**src/rtl/fetch_unit_pkg.sv**
```systemverilog
// Shared constants and types for the RV32I instruction-fetch stage.
// Holds the FSM encodings, IF/ID bundle type and PC alignment helper.
package fetch_unit_pkg;

    localparam logic [31:0] DEF_RESET_PC = 32'h0000_0000;
    localparam logic [31:0] DEF_NOP_INST = 32'h0000_0013;

    localparam logic [1:0] ST_FETCH = 2'd0;
    localparam logic [1:0] ST_WAIT  = 2'd1;
    localparam logic [1:0] ST_FULL  = 2'd2;

    typedef struct packed {
        logic [31:0] pc;
        logic [31:0] inst;
        logic        valid;
    } if_id_t;

    function automatic logic [31:0] word_align(input logic [31:0] a);
        return {a[31:2], 2'b00};
    endfunction

endpackage

```
**src/rtl/if_hold_buf.sv**
```systemverilog
// One-entry {pc, inst} holding buffer for a word returned while ID stalls.
// Clear wins over load so a redirect always empties it.
module if_hold_buf
    import fetch_unit_pkg::*;
(
    input  logic        clk,
    input  logic        rstn,
    input  logic        load,
    input  logic        clr,
    input  logic [31:0] pc_in,
    input  logic [31:0] inst_in,
    output logic [31:0] pc,
    output logic [31:0] inst,
    output logic        valid
);

    always_ff @(posedge clk or negedge rstn) begin
        if (!rstn) begin
            valid <= 1'b0;
            pc    <= '0;
            inst  <= '0;
        end else if (clr) begin
            valid <= 1'b0;
        end else if (load) begin
            valid <= 1'b1;
            pc    <= pc_in;
            inst  <= inst_in;
        end
    end

endmodule

```
**src/rtl/fetch_unit.sv**
```systemverilog
// Instruction-fetch stage: PC, single-outstanding imem handshake,
// IF/ID register, EX redirect with wrong-path drop, one-word stall buffer.
module fetch_unit
    import fetch_unit_pkg::*;
#(
    parameter logic [31:0] RESET_PC = DEF_RESET_PC,
    parameter logic [31:0] NOP_INST = DEF_NOP_INST
) (
    input  logic        clk,
    input  logic        rstn,
    input  logic        ex_br_ctrl,
    input  logic [31:0] ex_br_pc,
    input  logic        id_stall,
    output logic        imem_req_valid,
    output logic [31:0] imem_req_addr,
    input  logic        imem_req_ready,
    input  logic        imem_resp_valid,
    input  logic [31:0] imem_resp_data,
    output logic [31:0] if_id_pc,
    output logic [31:0] if_id_inst,
    output logic        if_id_valid
);

    logic [1:0]  state, state_n;
    logic [31:0] pc, pc_n;
    logic [31:0] req_pc, req_pc_n;
    logic        drop, drop_n;
    if_id_t      if_id, if_id_n;

    logic        buf_load, buf_clr, buf_valid;
    logic [31:0] buf_pc, buf_inst;
    logic        req_fire;

    assign imem_req_valid = (state == ST_FETCH);
    assign imem_req_addr  = pc;
    assign req_fire       = imem_req_valid && imem_req_ready;

    assign if_id_pc    = if_id.pc;
    assign if_id_inst  = if_id.inst;
    assign if_id_valid = if_id.valid;

    if_hold_buf u_hold_buf (
        .clk     (clk),
        .rstn    (rstn),
        .load    (buf_load),
        .clr     (buf_clr),
        .pc_in   (req_pc),
        .inst_in (imem_resp_data),
        .pc      (buf_pc),
        .inst    (buf_inst),
        .valid   (buf_valid)
    );

    always_comb begin
        state_n  = state;
        pc_n     = pc;
        req_pc_n = req_pc;
        drop_n   = drop;
        if_id_n  = if_id;
        buf_load = 1'b0;
        buf_clr  = 1'b0;

        // ID consumed the current entry; a new word below may overwrite
        if (!id_stall) begin
            if_id_n.valid = 1'b0;
            if_id_n.inst  = NOP_INST;
        end

        if (ex_br_ctrl) begin
            pc_n          = word_align(ex_br_pc);
            if_id_n.valid = 1'b0;
            if_id_n.inst  = NOP_INST;
            buf_clr       = 1'b1;
            case (state)
                ST_FETCH: begin
                    if (req_fire) begin
                        req_pc_n = pc;
                        drop_n   = 1'b1;
                        state_n  = ST_WAIT;
                    end
                end
                ST_WAIT: begin
                    if (imem_resp_valid) begin
                        drop_n  = 1'b0;
                        state_n = ST_FETCH;
                    end else begin
                        drop_n  = 1'b1;
                    end
                end
                default: state_n = ST_FETCH;
            endcase
        end else begin
            case (state)
                ST_FETCH: begin
                    if (req_fire) begin
                        pc_n     = pc + 32'd4;
                        req_pc_n = pc;
                        state_n  = ST_WAIT;
                    end
                end
                ST_WAIT: begin
                    if (imem_resp_valid) begin
                        if (drop) begin
                            drop_n  = 1'b0;
                            state_n = ST_FETCH;
                        end else if (!id_stall || !if_id.valid) begin
                            if_id_n = '{req_pc, imem_resp_data, 1'b1};
                            state_n = ST_FETCH;
                        end else begin
                            buf_load = 1'b1;
                            state_n  = ST_FULL;
                        end
                    end
                end
                ST_FULL: begin
                    if (!id_stall && buf_valid) begin
                        if_id_n = '{buf_pc, buf_inst, 1'b1};
                        buf_clr = 1'b1;
                        state_n = ST_FETCH;
                    end
                end
                default: state_n = ST_FETCH;
            endcase
        end
    end

    always_ff @(posedge clk or negedge rstn) begin
        if (!rstn) begin
            state  <= ST_FETCH;
            pc     <= RESET_PC;
            req_pc <= RESET_PC;
            drop   <= 1'b0;
            if_id  <= '{RESET_PC, NOP_INST, 1'b0};
        end else begin
            state  <= state_n;
            pc     <= pc_n;
            req_pc <= req_pc_n;
            drop   <= drop_n;
            if_id  <= if_id_n;
        end
    end

endmodule
```
**config.mk**
```make
export PLATFORM = sky130hd
export DESIGN_NAME = fetch_unit
export DESIGN_NICKNAME = d
export VERILOG_FILES = /design/src/rtl/fetch_unit_pkg.sv /design/src/rtl/if_hold_buf.sv /design/src/rtl/fetch_unit.sv
export SDC_FILE = /design/constraint.sdc
export NUM_CORES = 1
export LEC_CHECK = 0
export ABC_CLOCK_PERIOD_IN_PS = 2350
export CORE_ASPECT_RATIO = 1.75
export CORE_UTILIZATION = 50
export CTS_BUF_LIST = sky130_fd_sc_hd__clkbuf_16
export DETAILED_ROUTE_END_ITERATION = 8
export GPL_TIMING_DRIVEN = 0
export MAX_ROUTING_LAYER = met4
export PLACE_DENSITY = 0.76
export SKIP_CTS_REPAIR_TIMING = 1
export SYNTH_ARGS = -nofsm -noshare
export SYNTH_HDL_FRONTEND = slang
export SYNTH_SLANG_ARGS = --single-unit
```
**constraint.sdc**
```tcl
create_clock -name clk -period 2.35 [get_ports clk]
set_input_delay 0.5875 -clock clk [delete_from_list [all_inputs] [get_ports clk]]
set_output_delay 0.5875 -clock clk [all_outputs]
set_load 0.005 [all_outputs]
```
# Word-level counts from Yosys, hierarchy flattened
# Index checks and enable logic that the tools add are counted.
# Widths: inputs -> output; s select.
# op_classes
n_mux,35
bitwise_logic,2
add_sub_neg,1
reduce_logical,19
eq_ne,8
# op_table
cell,count
$mux 65,4
$pmux 65 s2,1
$mux 32,3
$mux 33,2
$add 32x3->32 const B,1
$mux 1,15
$mux 2,7
$reduce_bool 2->1,7
$ne 2x2->1 const B,4
$reduce_and 2->1,4
$pmux 2 s3,1
$reduce_and 6->1,1
$pmux 2 s2,1
$reduce_and 4->1,1
$ne 3x2->1 const B,1
$ne 3x3->1 const B,1
$eq 2x1->1 const B,1
$eq 2x2->1 const B,1
$logic_and 1x1->1,2
$logic_not 1->1,2
$logic_not 2->1,1
$not 1->1,2
$pmux 1 s2,1
$logic_or 1x1->1,1
# word_totals
output_inout_bits,98
regBits,197
elab_cells,75
input_bits,70

# Longest topological paths before layout
# Gate-level depths: netlist (run 1).
# logic_depth
word_depth,9
ltp_mapped,8
mapped_depth_nobuf,6

# Modules after synthesis
# A second synthesis (run 1) with hierarchy kept.
# hier_totals
hier_cells,686
hier_area_um2,8824.7
# by_module_without_submodules
mod,area_each_um2,instances,seq_area_each_um2,cells_each
fetch_unit,6090.8,1,3206.8,547
if_hold_buf,2733.9,1,1626.6,139

# Least setup slack after synthesis (run 1)
# No wires, ideal clock.
# synth_path
path_kind,reg-to-reg
from,register state[0]
to,register pc[21] (netlist: imem_req_addr[21])
required_ns,2.268
n_path_buf,1
path_stages_with_launch,8
path_slack_ns,0.292
period_less_slack_ns,2.058
t_arrival_ns,1.976
setup_time_ns,0.082
cell_sequence,dfrtp_1 inv_1 ha_1 nand3_1 or4_4 buf_6 or3_1 a31oi_1
# synth_via
elab_chain_cells,4
elab_cells_between_ends,5
classes_between,reduce/logical: 5
# synth_rtl
element,line_no,text
"start, declared",fetch_unit.sv:24,"logic [1:0] state, state_n;"
"start signal, assigned",fetch_unit.sv:135,state <= state_n;
$logic_not 2->1 (*),fetch_unit.sv:34,assign imem_req_valid = (state == ST_FETCH);
via imem_req_valid,fetch_unit.sv:14,"output logic imem_req_valid,"
$logic_and 1x1->1,fetch_unit.sv:36,assign req_fire = imem_req_valid && imem_req_ready;
$reduce_bool 2->1 (no line),--,
$reduce_and 2->1 (no line) (*),--,
"end signal, assigned",fetch_unit.sv:136,pc <= pc_n;
"end, declared",fetch_unit.sv:25,"logic [31:0] pc, pc_n;"
# The timed path passes the listed nets; every way through them passes the cells marked *.
# A chain may end at the register's enable or synchronous reset.

# Worst setup path after layout (run 1)
# layout_path
from,input port id_stall
to,"register if_id, in the netlist if_id_pc[16]"
# layout_via
elab_chain_cells,4
elab_cells_between_ends,6
classes_between,eq/ne: 2; reduce/logical: 4
# layout_rtl
element,line_no,text
"start, declared",fetch_unit.sv:13,"input logic id_stall,"
$logic_not 1->1 (*),"fetch_unit.sv:106, fetch_unit.sv:116",
$logic_and 1x1->1 or $logic_or 1x1->1 (tied branches),"fetch_unit.sv:116, fetch_unit.sv:106",
$ne 2x2->1 (no line),--,
$reduce_and 6->1 (no line) (*),--,
"end signal, assigned",fetch_unit.sv:133,"if_id <= '{RESET_PC, NOP_INST, 1'b0};"
"end signal, assigned",fetch_unit.sv:139,if_id <= if_id_n;
"end, declared",fetch_unit.sv:28,"if_id_t if_id, if_id_n;"
# Every way passes the cells marked *; elsewhere a longest branch is shown, timed or not.

==> results of run 1 <==
[where the power goes]
part / total (W) / internal [W] / switching (W)
combinational: 0.00261 / 0.00148 / 0.00113
clock: 0.00302 / 0.00163 / 0.00139
sequential: 0.00456 / 0.00401 / 0.000545
total: 0.0102 / 0.00713 / 0.00306
[layout by cell type, fill, tap and decap left out, types with 4 or more instances in the layout]
| cell type | netlist | layout |
|---|---|---|
| clkbuf_2 | 0 | 14 |
| a21oi_1 | 11 | 10 |
| a22oi_1 | 25 | 25 |
| clkinv_8 | 0 | 4 |
| nand3_1 | 11 | 11 |
| or4_1 | 14 | 14 |
| nand2_1 | 38 | 37 |
| mux2_2 | 117 | 117 |
| a31oi_1 | 16 | 16 |
| o2bb2ai_1 | 24 | 24 |
| nor2_1 | 19 | 19 |
| o31ai_1 | 11 | 11 |
| and4_1 | 7 | 6 |
| clkbuf_16 | 0 | 17 |
| o21ai_0 | 30 | 29 |
| a32oi_1 | 4 | 4 |
| and2_0 | 5 | 5 |
| nand2b_1 | 5 | 4 |
| clkbuf_1 | 36 | 21 |
| a22o_1 | 31 | 31 |
| inv_6 | 0 | 4 |
| inv_1 | 18 | 18 |
| nor3_1 | 5 | 4 |
| o211ai_1 | 7 | 7 |
| xor2_1 | 7 | 7 |
| or3_1 | 6 | 6 |
| dfrtp_1 | 187 | 187 |
| clkdlybuf4s50_1 | 0 | 160 |
| buf_2 | 3 | 7 |
[cell families after synthesis]
group	count (synthesis)	share of synthesized area [%]
AOI/OAI and AO/OA	168	14.54
xor gates and xnor gates	10	1.037
adders and majority gates	4	0.5927
buffers and inverters	68	3.289
DFF	190	56.35
muxes	118	15.72
other	1	0.04441
and+or+nand+nor	129	8.431
[worst max-delay path, delay by kind of cell]
family                 cells  cell delay [ns]
multiplexers               1             0.25
buffers and inverters      3             1.04
AND/OR/NAND/NOR            2             0.48
AO/OA/AOI/OAI              1             0.22
[routing by layer]
| metal | routed length (um) | GRT usage (%) |
|---|---|---|
| met1 | 8012 | 28.18 |
| met2 | 12030 | 47.80 |
| met3 | 983 | 4.704 |
| met4 | 677 | 12.62 |
| met5 | 0 | - |
[through the flow]
| step | instance area, um2 | worst slack [ns] | cells | total power [W] |
|---|---|---|---|---|
| 2_1_floorplan | 8448 | 0.2918 | 689 | 0.005832 |
| 3_3_place_gp | 10360 | -6.768 | 1076 | 0.007009 |
| 3_5_place_dp | 10390 | -0.6663 | 1077 | 0.007167 |
| 4_1_cts | 11020 | -0.2417 | 1109 | 0.01020 |
| 5_1_grt | 11100 | -0.003484 | 1110 | 0.01070 |
| 6_report | 11100 | 0.08343 | 1110 | 0.01019 |
[cell type report]
cell class / count / area (um2)
multi-input combinational: 431 / 3452
antenna: 1 / 2.502
timing repair buffer: 164 / 1669
inverter: 18 / 67.56
clock buffer: 17 / 425.4
sequential: 190 / 4758
tap: 224 / 280.3
clock inverter: 15 / 201.4
fill: 1259 / 5345
buffer: 50 / 244.0
[registers in the layout (all words and copies together) (netlist names)]
name,flops
drop,1
if_id_inst,32
if_id_pc,31
if_id_valid,1
imem_req_addr,30
req_pc,30
state,2
u_hold_buf.inst,32
u_hold_buf.pc,30
u_hold_buf.valid,1
[how the worst min path moves through the flow]
stage | cells after the start | endpoint
2_1_floorplan | 0 | drop
4_1_cts | 1 | u_hold_buf.inst[25]
5_1_grt | 1 | u_hold_buf.inst[25]
3_3_place_gp | 1 | if_id_inst[2]
6_report | 1 | u_hold_buf.inst[25]
3_5_place_dp | 1 | if_id_inst[19]
[cells in the mapped netlist (all sizes together), types with 2 or more instances]
| master | count |
|---|---|
| clkbuf | 36 |
| nand2b | 5 |
| a311o | 3 |
| or3 | 6 |
| a21oi | 11 |
| or4 | 16 |
| a32oi | 4 |
| o211ai | 7 |
| xor2 | 7 |
| nor3 | 5 |
| o21ai | 30 |
| a211oi | 2 |
| nand4 | 4 |
| dfrtp | 187 |
| dfstp | 3 |
| nor2 | 19 |
| xnor2 | 3 |
| a22oi | 25 |
| and2 | 8 |
| ha | 4 |
| mux2 | 117 |
| o31ai | 11 |
| a31oi | 16 |
| o2bb2ai | 24 |
| nand2 | 38 |
| nand3 | 12 |
| and4 | 8 |
| buf | 14 |
| and3 | 2 |
| inv | 18 |
| a22o | 31 |
==> key figures, run 1 <==
STA
  – Fin. max-slew vios: 0
  – # setup viols final: 0
  – Period utilization: 96.45%
  – Minimum hold slack: 0.2379 ns
  – Peak Freq: 0.4412 GHz
  – Setup TNS: 0 ns
  – Clock skew: 0.008309 ns
  – Hold Vio Cnt, Final: 0
  – Final Critical Period: 2.267 ns
  – Actual slew at the worst max-slew pin: 0.8683 ns
  – Slew margin rel.: a little over two fifths

Clock network
  – Clock latency on the worst-skew pair: 0.43 ns
  – Clock-pin slew on the worst setup and hold paths: ~0.08 ns
  – CTS tree: done
  – Clock buffer count from CTS: 17
  – H-tree depth: 4
  – Number of clock sinks: 190
  – Clock Tree Buf Depth: 2
  – CTS root buf: clkbuf_16

Die
  – Die area: 0.01743 mm2
  – Die height: 173.9 um
  – # rows: 62
  – Initial Util: 51.35%
  – Die Width: around 100 um
  – Ports: 168
  – Total core area: 0.01645 mm2

Cells and area
  – Layout area overhead: 31.46%
  – Core Util, Final: between 60% and 70%
  – Post-layout net count: 946
  – Share of layout cells above drive strength 1: approximately 22%

Logic synthesis
  – EDFF count, synth: 0
  – Synthesized instance count: 688
  – Syn. warnings: 0
  – Top cells by area, synth: dfrtp_1 55%, mux2_2 16%, a22o_1 3.2%
  – Synth area leader: dfrtp_1
  – Netlist cell types: 51
  – Synth Register Bits: 190
  – Ys flop type: dfrtp_1
  – Top-area cell type share of the netlist area: 55.42%
  – Synth async-reset ratio: 100.0%
  – Mapped Area: 0.008444 mm2
  – Register area share after synthesis: 56.35%
  – Avg Inst Size Synth: 12.27 um2

Setup path
  – Worst EP arrival: 2.59 ns
  – Critical path's largest stage delay: 0.54 ns
  – Critical Path Sink: if_id_pc[16]
  – R2R Path Start: state[1]
  – Crit path capture type: flip-flop
  – Worst-path fanout max: 10
  – FF-to-FF setup slack: around 0.13 ns
  – Setup CP Type: input pin to flip-flop
  – Slowest-stage cell, CP: clkdlybuf4s50_1
  – Crit path required time: between 2 and 3 ns
  – Crit start category: input pin
  – Reg2Reg Depth: 7
  – CP cell instances: clkdlybuf4s50_1, nand2_1, and3_1, clkbuf_4, clkbuf_2, a22o_1, mux2_2
  – FF-to-FF End: imem_req_addr[21]
  – Crit. Startpoint: id_stall

Route
  – Antenna-violating nets left: 0
  – Pre-antenna DRT Iters: 4
  – DR WL/cell: 19.56 um
  – Via density: slightly below 6
  – Detailed-route via count: 6,435
  – Detailed Route Iter0 Violations: 251
  – Number of remaining DRC errors: 0
  – Total Wirelength: roughly 22,000 um

Status
  – Status: completed

Global route
  – Largest net degree at the start of global routing: between 100 and 150
  – Vias in the first global route: ~7,000
  – GR Overflow Total: 0
  – Global-route usage over all layers: a little over a quarter
  – Initial antenna violation count: 1
  – First-pass GRT wire length: ~35,000 um

Power
  – Leakage power: 4.895 nW
  – P per Cell Area: between 900 and 1000 mW/mm2
  – VDD IR max: roughly 0.57 mV

Placement
  – GPL Wtd Cong: a little under 0.9
  – Detailed Place HPWL: around 16,000 um
  – IO Port Bufs: 163

Flow run
  – Max-cap violations: 0

Min path
  – HP Class: input pin to async pin
Note: power is estimated with default switching activity, not from simulation.
==> run 2, diff against run 1 <==
--- a/config.mk
+++ b/config.mk
@@ -10,7 +10,6 @@
 export CORE_UTILIZATION = 50
 export CTS_BUF_LIST = sky130_fd_sc_hd__clkbuf_16
 export DETAILED_ROUTE_END_ITERATION = 8
-export GPL_TIMING_DRIVEN = 0
 export MAX_ROUTING_LAYER = met4
 export PLACE_DENSITY = 0.76
 export SKIP_CTS_REPAIR_TIMING = 1
==> key figures, run 2 (synthesis results as in run 1) <==
STA
  – Fin. max-slew vios: 0 (unchanged)
  – Peak Freq: 0.4703 GHz (+6.6%)
  – Final Critical Period: 2.126 ns (-0.1404 ns)
  – Slew margin rel.: 64.36% (+22 points)
  – Clock skew: 0.01436 ns (+0.006055 ns)
  – Hold Vio Cnt, Final: 0 (unchanged)
  – # setup viols final: 0 (unchanged)
  – Setup TNS: 0 ns (unchanged)
  – Actual slew at the worst max-slew pin: 0.5298 ns (-0.3385 ns)
  – Minimum hold slack: 0.1016 ns (-0.1362 ns)
  – Period utilization: 90.47% (-6.0 points)
  – RSZ-0062 raised after global routing: no

Flow run
  – Max-cap violations: 0 (unchanged)

Placement
  – Detailed Place HPWL: 15,310 um (-4.3%)
  – IO Port Bufs: 163 (unchanged)
  – GPL Wtd Cong: 0.8503 (-4.5%)

Global route
  – Vias in the first global route: 6,867 (-1.7%)
  – Global-route usage over all layers: 26.67% (-0.15 points)
  – First-pass GRT wire length: 34,820 um (-0.33%)
  – Largest net degree at the start of global routing: 58 (-50%)
  – GR Overflow Total: 0 (unchanged)
  – Initial antenna violation count: 0 (-1)

Status
  – Status: completed

Die
  – Total core area: 0.01645 mm2 (unchanged)
  – Die height: 173.9 um (unchanged)
  – Die Width: 100.2 um (unchanged)
  – Ports: 168 (unchanged)
  – # rows: 62 (unchanged)
  – Die area: 0.01743 mm2 (unchanged)
  – Initial Util: 51.35% (unchanged)

Route
  – Number of remaining DRC errors: 0 (unchanged)
  – DR WL/cell: 19.34 um (-1.1%)
  – Antenna-violating nets left: 0 (unchanged)
  – Via density: 5.811 (+0.24%)
  – Detailed-route via count: 6,456 (+0.33%)
  – Total Wirelength: 21,490 um (-1.0%)
  – Pre-antenna DRT Iters: 4 (unchanged)
  – Detailed Route Iter0 Violations: 268 (+6.8%)

Clock network
  – CTS tree: done
  – Number of clock sinks: 190 (unchanged)
  – CTS root buf: clkbuf_16
  – Clock Tree Buf Depth: 2 (unchanged)
  – Clock latency on the worst-skew pair: 0.44 ns (about the same)
  – Clock buffer count from CTS: 17 (unchanged)
  – H-tree depth: 4 (unchanged)
  – Clock-pin slew on the worst setup and hold paths: 0.07 ns (about the same)

Power
  – VDD IR max: 0.4813 mV (-16%)
  – P per Cell Area: 900.8 mW/mm2 (-1.9%)
  – Leakage power: 4.996 nW (+2.1%)
  – Power, Total: 0.01019 W (about the same)

Setup path
  – Worst EP arrival: 1.54 ns (-1.05 ns)
  – Setup CP Type: flip-flop to output port
  – Crit path max-delay family: buffers and inverters
  – Crit path required time: 1.76 ns (-0.91 ns)
  – Worst-path fanout max: 7 (-3)
  – Bufs and invs on worst path: 1 (-2)
  – CP cell instances: clkdlybuf4s50_1
  – Slowest-stage cell, CP: clkdlybuf4s50_1
  – Crit path capture type: output port
  – Crit start category: flip-flop
  – Critical path's largest stage delay: 0.57 ns (+0.03 ns)

Cells and area
  – Share of layout cells above drive strength 1: 24.58% (+2.3 points)
  – Post-layout net count: 949 (+0.32%)
  – Most frequent cells in the layout: 187 x dfrtp_1, 161 x clkdlybuf4s50_1, 117 x mux2_2, 42 x buf_4, 37 x nand2_1
  – # diodes: 0 (-1)
  – Commonest non-fill, non-tap cell in the layout: dfrtp_1
  – Sequential cell area: 0.004758 mm2 (unchanged)
  – Fillers: 1,206 (-4.2%)
  – Area occupied by multi-input gates: 0.003433 mm2 (-0.54%)
  – Layout area overhead: 34.01%

Min path
  – HP Class: input pin to async pin
run 2: metal layers:
layer / track usage (%) / vias to the layer above / wire length [um]
li1: - / 2933 / -
met1: 28.97 / 3267 / 8197
met2: 46.06 / 206 / 11560
met3: 5.669 / 50 / 1000
met4: 12.08 / 0 / 728
met5: - / - / 0
run 2: worst register-to-register path, stage by stage, from the launching register on:
cell and delay, ns:
dfrtp_1 0.41, inv_2 0.09, ha_1 0.39, nand2_1 0.09
nor3_1 0.26, nand2_2 0.17, buf_12 0.21, mux2_2 0.33
run 2: per-stage QoR:
stage | setup WS [ns] | cell area [um2] | utilization, % | std cells
2_1_floorplan | 0.2918 | 8448 | - | 689
5_1_grt | 0.1638 | 11320 | 68.81 | 1111
3_5_place_dp | -0.1823 | 10710 | 65.12 | 1079
4_1_cts | -0.08495 | 11290 | 68.67 | 1110
3_3_place_gp | -0.1791 | 10710 | 65.12 | 1079
6_report | 0.2238 | 11320 | 68.81 | 1111
run 2: power by group:
group	switching [W]	internal, W
logic	0.00115	0.00160
registers	0.000525	0.00401
clock network	0.00131	0.00158
run 2: path summary, 6_finish.rpt:
| check | from | endpoint | slack (ns) | depth (start not counted) |
|---|---|---|---|---|
| min in group clk | if_id_inst[13] | if_id_inst[13] | 0.50 | 1 |
| max | imem_req_addr[23] | imem_req_addr[23] | 0.22 | 1 |
| max reg2reg | state[1] | u_hold_buf.inst[9] | 0.29 | 7 |
| min | rstn | u_hold_buf.inst[25] | 0.10 | 1 |
| min reg2reg | if_id_inst[13] | if_id_inst[13] | 0.50 | 1 |
| max in group asynchronous | rstn | u_hold_buf.pc[21] | 1.55 | 2 |
run 2: cell type report:
cell class | count | area share, %
Clock buffer | 17 | 3.759
Clock inverter | 14 | 1.393
Inverter | 18 | 0.5971
Multi-Input combinational cell | 431 | 30.34
Sequential cell | 190 | 42.05
Tap cell | 224 | 2.477
Timing Repair Buffer | 217 | 19.38
==> run 3, diff against run 2 <==
--- a/config.mk
+++ b/config.mk
@@ -10,6 +10,7 @@
 export CORE_UTILIZATION = 50
 export CTS_BUF_LIST = sky130_fd_sc_hd__clkbuf_16
 export DETAILED_ROUTE_END_ITERATION = 8
+export GPL_TIMING_DRIVEN = 0
 export MAX_ROUTING_LAYER = met4
 export PLACE_DENSITY = 0.76
 export SKIP_CTS_REPAIR_TIMING = 1
==> results of run 3 <==
No change in the layout: final DEF, timing and power equal those of run 1.
